## src/rtl/fetch_ctrl_if.sv

```systemverilog
// Fetch controller bus bundle: instruction-memory request/response and the
// decode-side handshake. The controller uses the master view; memory and
// decode models use the slave view.
interface fetch_ctrl_if;
  logic        imem_req;
  logic [31:0] imem_addr;
  logic        imem_ack;
  logic [31:0] imem_rdata;
  logic        instr_valid;
  logic [31:0] instr;
  logic [31:0] instr_pc;
  logic        instr_ready;

  modport master (
    output imem_req,
    output imem_addr,
    input  imem_ack,
    input  imem_rdata,
    output instr_valid,
    output instr,
    output instr_pc,
    input  instr_ready
  );

  modport slave (
    input  imem_req,
    input  imem_addr,
    output imem_ack,
    output imem_rdata,
    input  instr_valid,
    input  instr,
    input  instr_pc,
    output instr_ready
  );
endinterface

```

## src/rtl/fetch_ctrl.sv

```systemverilog
// Instruction fetch controller. Sequences one instruction-memory read at a
// time, hands the result to decode, and steers the external PC register
// (hold, advance by 4, or load a redirect target).
//
// Optional feature macro: FETCH_CTRL_MISALIGN_TRAP_EN
//   defined   : a non-trap redirect whose target has bits[1:0] != 0 loads
//               MISALIGN_VEC instead and pulses misalign for that cycle.
//   undefined : redirect targets are loaded with bits[1:0] cleared and
//               misalign stays 0.
//
// state   | meaning
// --------+-------------------------------------------------------------
// IDLE    | first cycle after reset, no request, redirects ignored
// FETCH   | request outstanding at pc_cur
// DELIVER | instruction held for decode until accepted or redirected
// DRAIN   | request for a stale address still outstanding; data discarded
module fetch_ctrl #(
  parameter logic [31:0] MISALIGN_VEC = 32'h0000_0010
) (
  input  logic              clk,
  input  logic              rst,
  input  logic [31:0]       pc_cur,
  output logic              pc_load,
  output logic [31:0]       pc_in,
  input  logic              trap_req,
  input  logic [31:0]       trap_vec,
  input  logic              br_taken,
  input  logic [31:0]       br_target,
  input  logic              jmp_req,
  input  logic [31:0]       jmp_target,
  output logic              misalign,
  fetch_ctrl_if.master      bus
);

  typedef enum logic [1:0] {
    IDLE    = 2'd0,
    FETCH   = 2'd1,
    DELIVER = 2'd2,
    DRAIN   = 2'd3
  } state_t;

  state_t      state;
  state_t      state_nxt;
  logic [31:0] drain_addr;

  logic        redir_any;
  logic        redir_act;
  logic [31:0] redir_tgt;
  logic        bad_align;
  logic [31:0] legal_tgt;
  logic [31:0] load_tgt;

  // Redirect arbitration: trap beats branch beats jump.
  always_comb begin
    redir_any = trap_req | br_taken | jmp_req;
    if (trap_req) begin
      redir_tgt = trap_vec;
    end else if (br_taken) begin
      redir_tgt = br_target;
    end else begin
      redir_tgt = jmp_target;
    end
    // A redirect only takes effect once the controller is running.
    redir_act = redir_any && (state != IDLE) && !rst;
  end

  // Target legalisation; trap vectors are trusted in the trapping build.
  always_comb begin
`ifdef FETCH_CTRL_MISALIGN_TRAP_EN
    bad_align = redir_act && !trap_req && (redir_tgt[1:0] != 2'b00);
    legal_tgt = redir_tgt;
`else
    bad_align = 1'b0;
    legal_tgt = redir_tgt & 32'hFFFF_FFFC;
`endif
    load_tgt = bad_align ? MISALIGN_VEC : legal_tgt;
  end

  // State register.
  always_ff @(posedge clk) begin
    if (rst) begin
      state <= IDLE;
    end else begin
      state <= state_nxt;
    end
  end

  // Next-state logic.
  always_comb begin
    state_nxt = state;
    case (state)
      IDLE: begin
        state_nxt = FETCH;
      end
      FETCH: begin
        if (redir_any) begin
          // With the ack in hand the stale data is simply dropped; without
          // it the old request must be waited out before re-fetching.
          state_nxt = bus.imem_ack ? FETCH : DRAIN;
        end else if (bus.imem_ack) begin
          state_nxt = DELIVER;
        end
      end
      DELIVER: begin
        if (redir_any || bus.instr_ready) begin
          state_nxt = FETCH;
        end
      end
      DRAIN: begin
        if (bus.imem_ack) begin
          state_nxt = FETCH;
        end
      end
      default: begin
        state_nxt = IDLE;
      end
    endcase
  end

  // Output decode: memory request, decode valid and PC steering.
  always_comb begin
    bus.imem_req    = 1'b0;
    bus.imem_addr   = pc_cur;
    bus.instr_valid = 1'b0;
    pc_load         = 1'b1;
    pc_in           = pc_cur;
    misalign        = 1'b0;
    if (!rst) begin
      case (state)
        FETCH: begin
          bus.imem_req = 1'b1;
        end
        DELIVER: begin
          bus.instr_valid = 1'b1;
          // Only a clean accept lets the PC register step to the next word.
          if (bus.instr_ready && !redir_any) begin
            pc_load = 1'b0;
          end
        end
        DRAIN: begin
          bus.imem_req  = 1'b1;
          bus.imem_addr = drain_addr;
        end
        default: begin
        end
      endcase
      if (redir_act) begin
        pc_in    = load_tgt;
        misalign = bad_align;
      end
    end
  end

  // Captured instruction and the address of a request being drained.
  always_ff @(posedge clk) begin
    if (rst) begin
      bus.instr    <= 32'h0;
      bus.instr_pc <= 32'h0;
      drain_addr   <= 32'h0;
    end else if (state == FETCH) begin
      if (bus.imem_ack && !redir_any) begin
        bus.instr    <= bus.imem_rdata;
        bus.instr_pc <= pc_cur;
      end else if (redir_any && !bus.imem_ack) begin
        drain_addr <= pc_cur;
      end
    end
  end

endmodule

```

## src/flat_wrapper.sv

```systemverilog
// flat-port wrapper written by rule: the top's interface ports become plain ports
module fetch_ctrl_flat 
#(
  parameter logic [31:0] MISALIGN_VEC = 32'h0000_0010
)
  (clk, rst, pc_cur, pc_load, pc_in, trap_req, trap_vec, br_taken, br_target, jmp_req, jmp_target, misalign, bus_imem_req, bus_imem_addr, bus_imem_ack, bus_imem_rdata, bus_instr_valid, bus_instr, bus_instr_pc, bus_instr_ready);
  fetch_ctrl_if bus_i ();
  input  logic clk;
  input  logic rst;
  input  logic [31:0] pc_cur;
  output logic pc_load;
  output logic [31:0] pc_in;
  input  logic trap_req;
  input  logic [31:0] trap_vec;
  input  logic br_taken;
  input  logic [31:0] br_target;
  input  logic jmp_req;
  input  logic [31:0] jmp_target;
  output logic misalign;
  output wire logic [$bits(bus_i.imem_req)-1:0] bus_imem_req;
  output wire logic [$bits(bus_i.imem_addr)-1:0] bus_imem_addr;
  input wire logic [$bits(bus_i.imem_ack)-1:0] bus_imem_ack;
  input wire logic [$bits(bus_i.imem_rdata)-1:0] bus_imem_rdata;
  output wire logic [$bits(bus_i.instr_valid)-1:0] bus_instr_valid;
  output wire logic [$bits(bus_i.instr)-1:0] bus_instr;
  output wire logic [$bits(bus_i.instr_pc)-1:0] bus_instr_pc;
  input wire logic [$bits(bus_i.instr_ready)-1:0] bus_instr_ready;
  assign bus_imem_req = bus_i.imem_req;
  assign bus_imem_addr = bus_i.imem_addr;
  assign bus_i.imem_ack = bus_imem_ack;
  assign bus_i.imem_rdata = bus_imem_rdata;
  assign bus_instr_valid = bus_i.instr_valid;
  assign bus_instr = bus_i.instr;
  assign bus_instr_pc = bus_i.instr_pc;
  assign bus_i.instr_ready = bus_instr_ready;
  fetch_ctrl #(.MISALIGN_VEC(MISALIGN_VEC)) u_core (.clk(clk), .rst(rst), .pc_cur(pc_cur), .pc_load(pc_load), .pc_in(pc_in), .trap_req(trap_req), .trap_vec(trap_vec), .br_taken(br_taken), .br_target(br_target), .jmp_req(jmp_req), .jmp_target(jmp_target), .misalign(misalign), .bus(bus_i));
endmodule
```

## config.mk

```make
export PLATFORM = sky130hd
export DESIGN_NAME = fetch_ctrl_flat
export DESIGN_NICKNAME = d
export VERILOG_FILES = /design/src/rtl/fetch_ctrl_if.sv /design/src/rtl/fetch_ctrl.sv /design/src/flat_wrapper.sv
export SDC_FILE = /design/constraint.sdc
export NUM_CORES = 1
export LEC_CHECK = 0
export BUFFER_PORTS_ARGS = -buffer_cell sky130_fd_sc_hd__buf_2
export CORE_AREA = 2 2 116 118
export DETAILED_ROUTE_END_ITERATION = 8
export DIE_AREA = 0 0 118 120
export PLACE_DENSITY = 0.76
export SYNTH_ARGS = -nofsm -noshare
export SYNTH_HDL_FRONTEND = slang
export SYNTH_SLANG_ARGS = --single-unit
```

## constraint.sdc

```tcl
create_clock -name clk -period 1.9 [get_ports clk]
set_input_delay 0 -clock clk [delete_from_list [all_inputs] [get_ports clk]]
set_output_delay 0 -clock clk [all_outputs]
set_load 0.03 [all_outputs]
```

==> metrics.txt, run 1 <==
Clock Latency Late Sink about 330 ps; diode count 0; vias approximately 6.1k; Pleak 3.42 nW; First DRT Iteration DRCs 590; Detailed Routing Iterations Pass 1 5; Initial Utilization 41.7%; area share of the largest cell type after synthesis 36.3%; Die Span Y 120 um; unrepaired setup endpoints after global routing false; die area 0.0142 mm2; Place WS 316 ps; dpl cells between 1k and 1.5k; Fin Setup TNS 0 ps; worst min path class in2reg; drt wl/cell 16.8 um; share of cells above drive strength 1 44.3%; fin util 60.5%; Syn Area/Cell 8.54 um2; Clock Power Share between 30 and 40%; number of synthesized flops with an enable pin 0; Hold Vio Cnt, Final 0; FF-to-FF setup slack 440 ps; Post-Synthesis Cells 633; H-tree depth 3; Placer Congestion 0.781; FILL cells 1139; setup ws final 101 ps; post-route ant nets 0; syn_nets 800; Final HPWL DP approximately 12000 um; crit start category register; final wirelength roughly 19000 um; max-slew violation count 0; hold slack 42.2 ps; IO buf count 291; initial antenna violation count 0; vias in the first global route slightly below 6k; fraction of registers with async set/reset 0%; vias per cell ~5.4; max_cap viols 0; status completed; Setup Skew 5.88 ps; ranking of synthesized cells by area dfxtp_1 36%, mux2_2 12%, o21ai_0 11%, a21oi_1 9.0%, nand3_1 6.2%; CTS tree built; leading area contributor after synthesis dfxtp_1; fin crit period ~1800 ps; Reg clk slew, reported paths 70 ps; most frequent cells in the layout 290 x buf_2, 119 x o21ai_0, 97 x a21oi_1, 96 x dfxtp_1, 67 x nand3_1; crit-path max FO 11; largest net degree at the start of global routing 101; clock buffer depth 2; Top Ports 299; wire length of the first global-routing pass 29800 um; Synth warnings 0; switching share of power between 20% and 30%; mapped cell area 0.00541 mm2; core region area 0.0130 mm2; clk root buf clkbuf_16; sequential element share of the synthesized area 36.3%; pwr dens between 600 and 700 mW/mm2; Die X between 100 and 150 um; Synth Register Bits 98; GRT overflow 0; P_int 3.64 mW; Comb pwr share 24.8%; total CTS buffers 9; Crit Path Class reg2out; Primary FF master, synth dfxtp_1; CP endpoint kind output pin; DRC 0; distinct cell type count after synthesis 29; setup bufs post-CTS 0; worst vdd ir 0.445 mV; Overall Global Routing Usage 25.9%; Finish-stage setup viols 0; std cell rows 42; final net count 1113; fin cells 1126; Area growth syn-to-layout 45.1%; part of the power in registers 41.0%; total clock sinks between 90 and 100; data required time of the worst path 1900 ps; Switching Power 1.55 mW; WP data arrival 1800 ps; period utilization 94.7%; f_max about 560 MHz; most common cell after layout, fill and taps aside buf_2
## through the flow
| step | cell area, um2 | power, mW |
|---|---|---|
| after floorplan | 5410 | 2.92 |
| after global placement | 6900 | 3.34 |
| after detailed placement | 6900 | 3.35 |
| after CTS | 7840 | 5.23 |
| after global routing | 7850 | 5.41 |
| final | 7850 | 5.20 |
## cells in the mapped netlist (7+ instances only)
cell type / count
o21ai_1: 7
nand3_2: 30
mux2i_1: 30
a21oi_1: 97
nand3_1: 67
clkbuf_1: 27
nand2_1: 31
mux2_2: 60
buf_6: 15
buf_2: 24
o21ai_0: 119
dfxtp_1: 98
## final timing paths
kind                            from  depth (start not counted)                       to
max reg2reg          u_core.state[0]                          3    u_core.drain_addr[17]
min                     bus_imem_ack                          3          u_core.state[1]
max                  u_core.state[0]                          5                pc_in[27]
min reg2reg  u_core.bus.instr_pc[25]                          2  u_core.bus.instr_pc[25]
## power by group through the flow
stage	Sequential [mW]	Combinational [mW]	Clock, mW
2_1_floorplan	2.20	0.724	0
3_3_place_gp	2.17	1.16	0
3_5_place_dp	2.18	1.17	0
4_1_cts	2.13	1.28	1.81
5_1_grt	2.13	1.38	1.89
6_report	2.13	1.29	1.78
## final cells by class
cell class | instances | area, um2 | share of cell area (%)
clock inverter | 5 | 56.3 | 0.717
tap | 176 | 220 | 2.81
sequential | 98 | 1970 | 25.1
multi-input combinational | 463 | 3040 | 38.7
timing repair buffer | 374 | 2340 | 29.8
clock buffer | 10 | 229 | 2.92
## critical path: stages, from the launching register on
cell     delay [ps]
dfxtp_2         420
nor2_1           90
nor3_4          170
buf_4           240
mux2_2          360
buf_2           180
## timing repair
item | 4_1_cts | 5_1_grt
gates cloned | 0 | 0
pin swaps | 0 | 0
endpoints found under the setup margin | 39 | 32
hold buffers | 65 | 0
hold endpoints to repair | 96 | 0
gates resized for setup | 2 | 2
## flip-flops by register name, indices dropped and copies added (netlist names)
| register | cells |
|---|---|
| u_core.bus.instr | 32 |
| u_core.bus.instr_pc | 32 |
| u_core.drain_addr | 32 |
| u_core.state | 2 |
## cells by family after synthesis
kind of cell           after synthesis  share of synthesized area [%]
buffers and inverters               72                           7.89
multiplexers                        92                           18.5
AO/OA/AOI/OAI                      226                           21.0
flip-flops                          98                           36.3
other                                1                         0.0693
AND/OR/NAND/NOR                    144                           16.3
## layer usage
metal	up-vias	wire, um	GRT usage [%]
li1	2903	-	-
met1	2824	7560	30.2
met2	296	9630	45.5
met3	50	1230	5.85
met4	0	505	11.3
met5	-	0	0
Note: power is estimated with default switching activity, not from simulation.
==> run 2, diff against run 1 <==
==> constraint.sdc (replaced) <==
create_clock -name clk -period 1.9 [get_ports clk]
set_input_delay 0.475 -clock clk [delete_from_list [all_inputs] [get_ports clk]]
set_output_delay 0.475 -clock clk [all_outputs]
set_load 0.03 [all_outputs]
==> metrics.txt, run 2 (synthesis gave the netlist of run 1 again) <==
status finished, violations left; failing checks negative setup slack; f_max 456 MHz; Fin Setup TNS -16240 ps; crit start category register; Die X between 100 and 150 um; Detailed Routing Iterations Pass 1 5; fin crit period 2190 ps; CTS tree built; Register Area 0.00196 mm2; share of cells above drive strength 1 49.8%; First DRT Iteration DRCs 376; post-route ant nets 0; worst min path class in2reg; Placer Congestion 0.753; Final HPWL DP 12300 um; Finish-stage setup viols 64; vias per cell 5.45; max-slew violation count 0; initial antenna violation count 0; clk root buf clkbuf_16; setup ws final -292 ps; Pleak around 3.7 nW; FILL cells 1104; Clock Latency Late Sink 340 ps; biggest regs u_core.bus.instr: 32 flops, u_core.bus.instr_pc: 32 flops, u_core.drain_addr: 32 flops; max_cap viols 0; IO buf count 291; most common cell after layout, fill and taps aside buf_2; DRC 0; crit-path max FO 6; vias a little under 6k; Initial Utilization 41.7%; Area growth syn-to-layout 52.5%; total CTS buffers 9; most frequent cells in the layout 225 x buf_2, 119 x o21ai_0, 97 x a21oi_1, 96 x dfxtp_1, 74 x buf_6; vias in the first global route 5576; drt wl/cell 17.7 um; diode count 0; data required time of the worst path 1420 ps; GRT overflow 0; wire length of the first global-routing pass approximately 29000 um; Crit Path Class reg2out; H-tree depth 3; Multi-input gate area 0.00324 mm2; Hold Vio Cnt, Final 0; std cell rows 42; WP data arrival 1720 ps; fin cells 1088; period utilization 115%; Place WS -310 ps; Reg clk slew, reported paths 70 ps; core region area 0.0130 mm2; dpl cells ~1.1k; Worst Max-Slew Pin Slew 581 ps; clock buffer depth 2; Die Span Y 120 um; unrepaired setup endpoints after global routing true; Slew HR 61.2%; final wirelength 19300 um; Top Ports 299; final net count 1074; Setup Skew 4.74 ps; worst vdd ir 0.538 mV; Overall Global Routing Usage 25.2%; pwr dens between 600 and 700 mW/mm2; die area 0.0142 mm2; CP endpoint kind output pin; largest net degree at the start of global routing 54; total clock sinks 98
## run 2: cell count changes in the layout (fill, tap and decap cells not counted), sizes merged
cell         before  now
buf             309  331
bufinv            1    2
clkbuf           10   14
dlygate4sd3      65    0
## run 2: cell type report
| cell class | count | share of cell area (%) |
|---|---|---|
| clock buffers | 10 | 2.90 |
| repair buffers | 335 | 30.3 |
| well taps | 176 | 2.67 |
| multi-input cells | 463 | 39.3 |
| flip-flops and latches | 98 | 23.8 |
| clock inverters | 6 | 1.09 |
## run 2: path summary, 6_finish.rpt
path,from,endpoint,slack (ps),cells past startpoint
worst min-delay path,bus_imem_rdata[6],u_core.bus.instr[6],380,3
worst max-delay path,u_core.state[0],bus_imem_addr[23],-290,6
worst min register to register,u_core.bus.instr_pc[21],u_core.bus.instr_pc[21],470,2
worst max register to register,u_core.state[1],u_core.drain_addr[22],260,5
## run 2: timing repair
action,in CTS,in global routing
cloned,2,6
endpoints found under the setup margin,65,66
buffers inserted,6,2
pin swaps,3,4
hold buffers,0,0
gates resized for setup,115,77
## run 2: layer usage
layer / part of all wire (%) / up-vias / global-route usage [%]
li1: - / 2826 / -
met1: 39 / 2815 / 29.5
met2: 53 / 257 / 46.4
met3: 6.5 / 30 / 5.04
met4: 1.6 / 0 / 7.61
met5: 0 / - / 0
## run 2: report_power, final
group | switching (mW) | total, mW | internal (mW)
combinational | 0.813 | 1.51 | 0.694
sequential | 0.0229 | 2.13 | 2.10
clock | 0.788 | 1.98 | 1.19
total | 1.62 | 5.61 | 3.99
## run 2: worst max-delay path, cell delays in order, from the launching register on
cell       delay (ps)
dfxtp_2           330
buf_6             110
nand3b_1           90
buf_6             170
clkbuf_16         170
mux2_2            320
buf_2             180
## run 2: per-stage QoR
stage	util (%)	power [mW]	cell area, um2	hold WS [ps]
after floorplan	-	2.97	5540	451
after global placement	54.9	3.40	7130	457
after detailed placement	54.9	3.42	7130	463
after CTS	61.0	5.56	7920	363
after global routing	63.6	5.82	8250	373
final	63.6	5.61	8250	378
